$ cat config.mk
export PLATFORM = sky130hd
export DESIGN_NAME = inspector
export DESIGN_NICKNAME = d
export VERILOG_FILES = /design/src/rtl/inspector_pkg.sv /design/src/rtl/inspector_sync_detector.sv /design/src/rtl/inspector.sv
export SDC_FILE = /design/constraint.sdc
export NUM_CORES = 1
export LEC_CHECK = 0
export ABC_AREA = 1
export ABC_CLOCK_PERIOD_IN_PS = 2650
export BUFFER_PORTS_ARGS = -buffer_cell sky130_fd_sc_hd__buf_2
export CORE_UTILIZATION = 60
export CTS_CLUSTER_SIZE = 12
export DETAILED_ROUTE_END_ITERATION = 8
export PLACE_DENSITY_LB_ADDON = 0.1
export SYNTH_ARGS = -nofsm -noshare
export SYNTH_HDL_FRONTEND = slang
export SYNTH_HIERARCHICAL = 1
export SYNTH_SLANG_ARGS = --single-unit
export TNS_END_PERCENT = 20
$ cat constraint.sdc
create_clock -name clk -period 2.65 [get_ports clk]
set_input_delay 0 -clock clk [delete_from_list [all_inputs] [get_ports clk]]
set_output_delay 0 -clock clk [all_outputs]
set_load 0.05 [all_outputs]
$ cat src/rtl/inspector_pkg.sv
// Shared constants, state type and helpers for the serial packet inspector.
package inspector_pkg;

    typedef enum logic {
        HUNT    = 1'b0,
        PAYLOAD = 1'b1
    } state_e;

    localparam logic [31:0] SYNC_PATTERN = 32'hA5A5A5A5;

    // Payload bit positions are 1-based, counted after the sync pattern.
    localparam logic [8:0] PKT_BITS   = 9'd256;
    localparam logic [8:0] PORT_FIRST = 9'd65;
    localparam logic [8:0] PORT_LAST  = 9'd80;
    localparam logic [8:0] SESS_FIRST = 9'd137;
    localparam logic [8:0] SESS_LAST  = 9'd144;

    localparam logic [15:0] PORT_FTP    = 16'd21;
    localparam logic [15:0] PORT_SSH    = 16'd22;
    localparam logic [15:0] PORT_TELNET = 16'd23;
    localparam logic [15:0] PORT_SMTP   = 16'd25;
    localparam logic [15:0] PORT_NNTP   = 16'd119;
    localparam logic [15:0] PORT_SNMP   = 16'd161;
    localparam logic [15:0] PORT_HTTPS  = 16'd443;
    localparam logic [15:0] PORT_SKYPE  = 16'd23399;

    localparam int NUM_PROTO = 8;
    localparam int P_SKYPE  = 0;
    localparam int P_FTP    = 1;
    localparam int P_HTTPS  = 2;
    localparam int P_TELNET = 3;
    localparam int P_SSH    = 4;
    localparam int P_SNMP   = 5;
    localparam int P_SMTP   = 6;
    localparam int P_NNTP   = 7;

    // One-hot protocol hit vector; all zeros for an unknown port.
    function automatic logic [NUM_PROTO-1:0] classify(input logic [15:0] port);
        logic [NUM_PROTO-1:0] hit;
        hit = '0;
        case (port)
            PORT_SKYPE:  hit[P_SKYPE]  = 1'b1;
            PORT_FTP:    hit[P_FTP]    = 1'b1;
            PORT_HTTPS:  hit[P_HTTPS]  = 1'b1;
            PORT_TELNET: hit[P_TELNET] = 1'b1;
            PORT_SSH:    hit[P_SSH]    = 1'b1;
            PORT_SNMP:   hit[P_SNMP]   = 1'b1;
            PORT_SMTP:   hit[P_SMTP]   = 1'b1;
            PORT_NNTP:   hit[P_NNTP]   = 1'b1;
            default:     hit = '0;
        endcase
        return hit;
    endfunction

    function automatic logic [7:0] sat_inc8(input logic [7:0] v);
        return (v == 8'hFF) ? v : v + 8'd1;
    endfunction

endpackage

$ cat src/rtl/inspector_sync_detector.sv
// 32-bit serial shift register that flags the sync pattern, including the
// bit arriving this cycle. Clear empties the window for a fresh search.
module sync_detector
    import inspector_pkg::*;
(
    input  logic clk,
    input  logic rst_n,
    input  logic data_i,
    input  logic clear_i,
    output logic match_o
);

    logic [31:0] sr_q, sr_d;
    logic [31:0] shifted;

    assign shifted = {sr_q[30:0], data_i};
    // An X/Z bit makes the compare unknown, which never counts as a match.
    assign match_o = (shifted == SYNC_PATTERN);

    always_comb begin
        sr_d = clear_i ? '0 : shifted;
    end

    always_ff @(posedge clk or negedge rst_n) begin
        if (!rst_n) begin
            sr_q <= '0;
        end else begin
            sr_q <= sr_d;
        end
    end

endmodule

$ cat src/rtl/inspector.sv
// Serial packet inspector: locks on the sync pattern, parses a 256-bit packet
// and keeps per-protocol counters. Session capture is built only when
// INSPECTOR_SESSION_EN is defined; otherwise the *_session outputs are 0.
module inspector
    import inspector_pkg::*;
(
    input  logic        clk,
    input  logic        rst_n,
    input  logic        data,
    output logic [31:0] total_cnt,
    output logic [7:0]  skype_cnt,
    output logic [7:0]  ftp_cnt,
    output logic [7:0]  https_cnt,
    output logic [7:0]  telnet_cnt,
    output logic [7:0]  ssh_cnt,
    output logic [7:0]  snmp_cnt,
    output logic [7:0]  smtp_cnt,
    output logic [7:0]  nntp_cnt,
    output logic [7:0]  telnet_session,
    output logic [7:0]  skype_session,
    output logic [7:0]  ssh_session
);

    state_e                state_q, state_d;
    logic [7:0]            bit_cnt_q, bit_cnt_d;
    logic [8:0]            bit_num;
    logic [15:0]           port_q, port_d;
    logic [31:0]           total_q, total_d;
    logic [7:0]            cnt_q [NUM_PROTO];
    logic [7:0]            cnt_d [NUM_PROTO];
    logic [NUM_PROTO-1:0]  hit;
    logic                  match;
    logic                  in_port;
    logic                  pkt_done;

    // The window is held empty during the payload, so after a packet the
    // next lock needs 32 fresh pattern bits.
    sync_detector u_sync (
        .clk     (clk),
        .rst_n   (rst_n),
        .data_i  (data),
        .clear_i ((state_q == PAYLOAD) || match),
        .match_o (match)
    );

    assign bit_num = {1'b0, bit_cnt_q} + 9'd1;
    assign in_port = (bit_num >= PORT_FIRST) && (bit_num <= PORT_LAST);

    always_comb begin
        state_d   = state_q;
        bit_cnt_d = bit_cnt_q;
        port_d    = port_q;
        pkt_done  = 1'b0;
        case (state_q)
            HUNT: begin
                if (match) begin
                    state_d   = PAYLOAD;
                    bit_cnt_d = '0;
                end
            end
            PAYLOAD: begin
                bit_cnt_d = bit_cnt_q + 8'd1;
                if (in_port) begin
                    port_d = {port_q[14:0], data};
                end
                if (bit_num == PKT_BITS) begin
                    pkt_done  = 1'b1;
                    state_d   = HUNT;
                    bit_cnt_d = '0;
                end
            end
            default: state_d = HUNT;
        endcase
    end

    // Port is complete long before bit 256, so the registered value is used.
    assign hit = classify(port_q);

    always_comb begin
        total_d = pkt_done ? total_q + 32'd1 : total_q;
        for (int i = 0; i < NUM_PROTO; i++) begin
            cnt_d[i] = (pkt_done && hit[i]) ? sat_inc8(cnt_q[i]) : cnt_q[i];
        end
    end

    always_ff @(posedge clk or negedge rst_n) begin
        if (!rst_n) begin
            state_q   <= HUNT;
            bit_cnt_q <= '0;
            port_q    <= '0;
            total_q   <= '0;
            for (int i = 0; i < NUM_PROTO; i++) begin
                cnt_q[i] <= '0;
            end
        end else begin
            state_q   <= state_d;
            bit_cnt_q <= bit_cnt_d;
            port_q    <= port_d;
            total_q   <= total_d;
            for (int i = 0; i < NUM_PROTO; i++) begin
                cnt_q[i] <= cnt_d[i];
            end
        end
    end

    assign total_cnt  = total_q;
    assign skype_cnt  = cnt_q[P_SKYPE];
    assign ftp_cnt    = cnt_q[P_FTP];
    assign https_cnt  = cnt_q[P_HTTPS];
    assign telnet_cnt = cnt_q[P_TELNET];
    assign ssh_cnt    = cnt_q[P_SSH];
    assign snmp_cnt   = cnt_q[P_SNMP];
    assign smtp_cnt   = cnt_q[P_SMTP];
    assign nntp_cnt   = cnt_q[P_NNTP];

`ifdef INSPECTOR_SESSION_EN
    logic [7:0] sess_q, sess_d;
    logic [7:0] telnet_sess_q, telnet_sess_d;
    logic [7:0] skype_sess_q, skype_sess_d;
    logic [7:0] ssh_sess_q, ssh_sess_d;
    logic       in_sess;

    assign in_sess = (state_q == PAYLOAD) &&
                     (bit_num >= SESS_FIRST) && (bit_num <= SESS_LAST);

    always_comb begin
        sess_d        = in_sess ? {sess_q[6:0], data} : sess_q;
        telnet_sess_d = telnet_sess_q;
        skype_sess_d  = skype_sess_q;
        ssh_sess_d    = ssh_sess_q;
        if (pkt_done) begin
            if (hit[P_TELNET]) telnet_sess_d = sess_q;
            if (hit[P_SKYPE])  skype_sess_d  = sess_q;
            if (hit[P_SSH])    ssh_sess_d    = sess_q;
        end
    end

    always_ff @(posedge clk or negedge rst_n) begin
        if (!rst_n) begin
            sess_q        <= '0;
            telnet_sess_q <= '0;
            skype_sess_q  <= '0;
            ssh_sess_q    <= '0;
        end else begin
            sess_q        <= sess_d;
            telnet_sess_q <= telnet_sess_d;
            skype_sess_q  <= skype_sess_d;
            ssh_sess_q    <= ssh_sess_d;
        end
    end

    assign telnet_session = telnet_sess_q;
    assign skype_session  = skype_sess_q;
    assign ssh_session    = ssh_sess_q;
`else
    assign telnet_session = '0;
    assign skype_session  = '0;
    assign ssh_session    = '0;
`endif

endmodule

Word level (Yosys, flattened, before mapping):

Cells that the tools add are included.

* logic and storage cells: 90
* input port bits: 3
* register bits: 152

* bitwise logic cells: 9
* multiplexer cells: 17
* equal/unequal tests: 19
* $lt $le $gt $ge: 2
* $add $sub $neg: 11
* reductions and logical operators: 19

Operators by type and width (count)
* 8-bit by 1-bit adder with 8-bit output (second input constant): 9
* 16-bit by 5-bit == test with 1-bit output (second input constant): 4
* 8-bit == test (second input constant): 8
* 32-bit by 1-bit adder with 32-bit output (second input constant): 1
* 32-bit == test (second input constant): 1
* 31-bit two-way mux: 1
* 2-bit AND reduction: 9
* 16-bit by 15-bit == test with 1-bit output (second input constant): 1
* 16-bit by 7-bit == test with 1-bit output (second input constant): 1
* 16-bit by 8-bit == test with 1-bit output (second input constant): 1
* 16-bit by 9-bit == test with 1-bit output (second input constant): 1
* 8-bit two-way mux: 2
* 8-bit case mux with 2 select lines: 1
* 1-bit two-way mux: 12
* 8-bit by 1-bit adder with 9-bit output (second input constant): 1
* 9-bit == test (second input constant): 1
* 9-bit by 7-bit greater-or-equal comparator with 1-bit output (second input constant): 1
* 9-bit by 7-bit <= comparator with 1-bit output (second input constant): 1
* 1-bit logical AND: 9
* 1-bit inverter: 9
* 2-bit inequality test (second input constant): 1
* 1-bit case mux with 2 select lines: 1
* 1-bit logical OR: 1

Longest topological paths before layout:

* depth in word-level cells: 6
* mapped depth: 13

Hierarchy:

The synthesis kept the hierarchy.

Modules (own cells, without submodules)
* inspector: seq. area each 3027.9 µm², instances 1, cells an instance 849, area an instance 6817.8 µm²
* sync_detector: seq. area each 775.7 µm², instances 1, cells an instance 130, area an instance 1164.9 µm²

Worst setup path before layout:

OpenSTA, ideal clock, no wires.

* path type: register -> register
* from: register total_q[1], in the netlist total_cnt[1]
* to: register total_q[26], in the netlist total_cnt[26]
* stages on the path, launching flop included: 11
* period minus slack after synthesis: 2.010 ns
* setup slack: 0.640 ns
* path buffers: 0
* arrival time: 1.888 ns
* cells stage by stage: dfrtp_1 ha_1 inv_1 nor2_2 nand2_1 nor2_1 nand2_1 nor2_4 nand2_2 o21ai_1 nand2_1

* longest elaborated chain between the ends: 1

Ends and longest elaborated chain
* start: declaration: line inspector.sv:28 `logic [31:0] total_q, total_d;`
* start signal: assignment: line inspector.sv:99 `total_q <= total_d;`
* 32-bit by 1-bit adder with 32-bit output: line inspector.sv:80 `total_d = pkt_done ? total_q + 32'd1 : total_q;`

Every way passes these cells.
A chain may end at the register's enable or synchronous reset.

Final worst setup path:

* from: register bit_cnt_q[0]
* to: register cnt_q, in the netlist ftp_cnt[3]

* longest elaborated chain between the ends: 6

Ends and longest elaborated chain
* start: declaration: line inspector.sv:25 `logic [7:0] bit_cnt_q, bit_cnt_d;`
* start signal: assignment: line inspector.sv:97 `bit_cnt_q <= bit_cnt_d;`
* 8-bit by 1-bit adder with 9-bit output: line inspector.sv:46 `assign bit_num = {1'b0, bit_cnt_q} + 9'd1;`
* 9-bit == test: line inspector.sv:66 `if (bit_num == PKT_BITS) begin`
* 1-bit two-way mux: line inspector.sv:66
* 1-bit two-way mux: line inspector.sv:54 `case (state_q)`
* 1-bit logical AND: line inspector.sv:82 `cnt_d[i] = (pkt_done && hit[i]) ? sat_inc8(cnt_q[i]) : cnt_q[i];`
* 2-bit AND reduction (no line)
* end signal: indexed assignment: line inspector.sv:101 `cnt_q[i] <= cnt_d[i];`
* end: declaration: line inspector.sv:29 `logic [7:0] cnt_q [NUM_PROTO];`

Every way passes these cells.

==> results_dict.tcl <==
set metrics [dict create \
    worst_slew_pin_slew_ns 0.641 \
    hpwl_mm 10.8 \
    avgSynthCellArea_um2 8.15 \
    cts_setup_buffers 0 \
    timing.fmax_ghz 0.469 \
    seqPwrFrac_pct 49.0 \
    grt_pass1_wl_mm 26.5 \
    finalSetupViolCount 0 \
    routed_via_density 4.96 \
    rows 41 \
    drc 0 \
    drtPass1Iterations 7 \
    cp-endpoint "ftp_cnt[3]" \
    end_kind "flip-flop" \
    ys_types 35 \
    cts_hold_buf 2 \
    critPathMaxStageDelay_ns 0.41 \
    reg2reg_slack_ns 0.52 \
    critPathLaunch "bit_cnt_q[0]" \
    crit_type "reg -> reg" \
    largest_register_ffs 32 \
    mostFrequentLayoutCells "nand2_1 (261), dfrtp_1 (152), inv_1 (131)" \
    die_w_um 117 \
    hold-worst-slack_ns 0.139 \
    async_reset_ff_share_pct 100 \
    synth_edf_count 0 \
    report.final.slew_viol_count 0 \
    ant_nets 0 \
    core-area_mm2 0.0128 \
    reg2reg_depth 11 \
    io_pins 123 \
    power.switching_mw 1.04 \
    cts_tree "done" \
    clkPwrFrac_pct 47.7 \
    syn-cell-area_mm2 0.00798 \
    antenna_cells 0 \
    timing.setup.tns_ns 0 \
    first_global_vias 5726 \
    ir_drop_v 0.000414 \
    critPathArrivalTime_ns 2.49 \
    synth_ff_type "dfrtp_1" \
    worstSetupStartpointType "flip-flop" \
    grt_util_all_layers_pct 23.7 \
    postCtsResizedCells 0 \
    vias 6319 \
    drive_gt1_share_pct 16.3 \
    final_hold_viol_count 0 \
    combPwrFrac_pct 3.2 \
    clock_sinks 152 \
    die_h_um 117 \
    yosys_warnings 6 \
    r2r-end "ftp_cnt[3]" \
    grt_setup_unrepaired "false" \
    place_congestion 0.885 \
    cts-root-buf "clkbuf_16" \
    yosysSeqAreaShare_pct 47.6 \
    period_minus_slack_ns 2.13 \
    port_buffers 98 \
    drt-initial-drc-count 388 \
    worst_clock_skew_ns 0.00787 \
    wl_mm 15.3 \
    grt_max_degree 69 \
    dpl-instance-area_mm2 0.00854 \
    overflow 0 \
    clk_pin_slew_worst_paths_ns 0.06 \
    die-area_mm2 0.0138 \
    relSlewSlack_pct 57.2 \
    p_leak_nw 4.94 \
    layout_setup_ws_ns 0.518 \
    worstSkewPairLatency_ns 0.42 \
    cp_cell_sequence "ha_1 > nand2_2 > inv_2 > nand2_2 > nor2_4 > nand2_2 > nor2_8 > nand2_1 > inv_1 > nand3_1 > nand2_1" \
    switching_share_pct 21.7 \
    pre_cts_ws_ns 0.536 \
    final_common_cell "nand2_1" \
    antenna_found_initial 0 \
    crit_path_max_fanout 13 \
    maxCapViolCount 0 \
    routedWlPerCell_um 12.1 \
    run_status "finished clean" \
    slowest_stage "dfrtp_1" \
    finalCritPeriodShare_pct 80.5 \
    nets 1103 \
    postSynthCellCount 979 \
    area_delta_synth_final_pct 14.3 \
    worstHoldPathType "in -> async" \
    design_area_mm2 0.00913 \
    ys_seq_elements 152 \
    clockBufferDepth 2 \
    initial_core_util_pct 62.5 \
    p_int_mw 3.77 \
    h-tree-depth 4 \
    r2r-start "bit_cnt_q[0]" \
    required_ns 3.01 \
    crit_top_cell "nand2_2" \
    power_density_mw_per_mm2 527 \
    cts_inserted_buffers 17 \
]
## metrics by stage
step | util [%] | power (mW) | instances
6_report | 71.4 | 4.81 | 1273
5_1_grt | 71.4 | 4.98 | 1273
4_1_cts | 71.4 | 4.86 | 1273
3_5_place_dp | 66.8 | 2.56 | 1240
3_3_place_gp | 66.8 | 2.55 | 1240
2_1_floorplan | - | 2.52 | 1002
## power groups by stage
stage / logic, mW / clock network [mW] / registers, mW
floorplan: 0.127 / 0 / 2.40
global placement: 0.155 / 0 / 2.40
detailed placement: 0.158 / 0 / 2.40
CTS: 0.161 / 2.34 / 2.36
global route: 0.176 / 2.45 / 2.36
finish: 0.156 / 2.30 / 2.36
## metal layers
layer / routed length, um / track usage, % / vias to the layer above
met1: 7160 / 32.3 / 2921
met2: 7390 / 37.8 / 154
met3: 639 / 5.01 / 12
met5: 0 / 0 / -
li1: - / - / 3232
met4: 161 / 8.12 / 0
## how the worst min path moves through the flow
stage	from	slack, ns	to	cells past startpoint
floorplan	rst_n	-0.30	bit_cnt_q[0]	0
global placement	rst_n	0.04	telnet_cnt[1]	1
detailed placement	rst_n	0.04	telnet_cnt[1]	1
CTS	rst_n	0.17	telnet_cnt[1]	2
global route	rst_n	0.21	telnet_cnt[1]	2
finish	rst_n	0.14	telnet_cnt[1]	2
## synthesized netlist by cell type, types with 11 or more instances
cell | instances | area (um2)
buf_4 | 26 | 195
nor2_1 | 108 | 405
xnor2_1 | 25 | 219
ha_1 | 11 | 138
nand3_1 | 82 | 410
nand2_1 | 261 | 980
dfrtp_1 | 152 | 3800
o21ai_0 | 15 | 75.1
xor2_1 | 43 | 377
inv_1 | 131 | 492
nand4_1 | 24 | 150
o21ai_1 | 14 | 70.1
nor3_1 | 15 | 75.1
## final cells by class
| type | count | area [um2] |
|---|---|---|
| flip-flops and latches | 152 | 3800 |
| inverters | 138 | 518 |
| multi-input cells | 675 | 3470 |
| clock buffers | 23 | 498 |
| repair buffers | 105 | 554 |
| well taps | 172 | 215 |
| clock inverters | 8 | 70.1 |
| fillers | 1029 | 3650 |
## cell families after synthesis
group	after synthesis	synth area share, %
fa+ha+maj	11	1.72
other cells	1	0.0470
compound gates	40	2.93
xor+xnor	68	7.46
simple gates	532	30.2
buf+inv	175	10.0
flops	152	47.6
## worst max-delay path: cells and delay by family, from the launching register on
| kind | cells | cell delay (ns) |
|---|---|---|
| flops | 1 | 0.41 |
| fa+ha+maj | 1 | 0.20 |
| buf+inv | 2 | 0.31 |
| simple gates | 8 | 1.16 |
(Power assumes the default switching activity.)
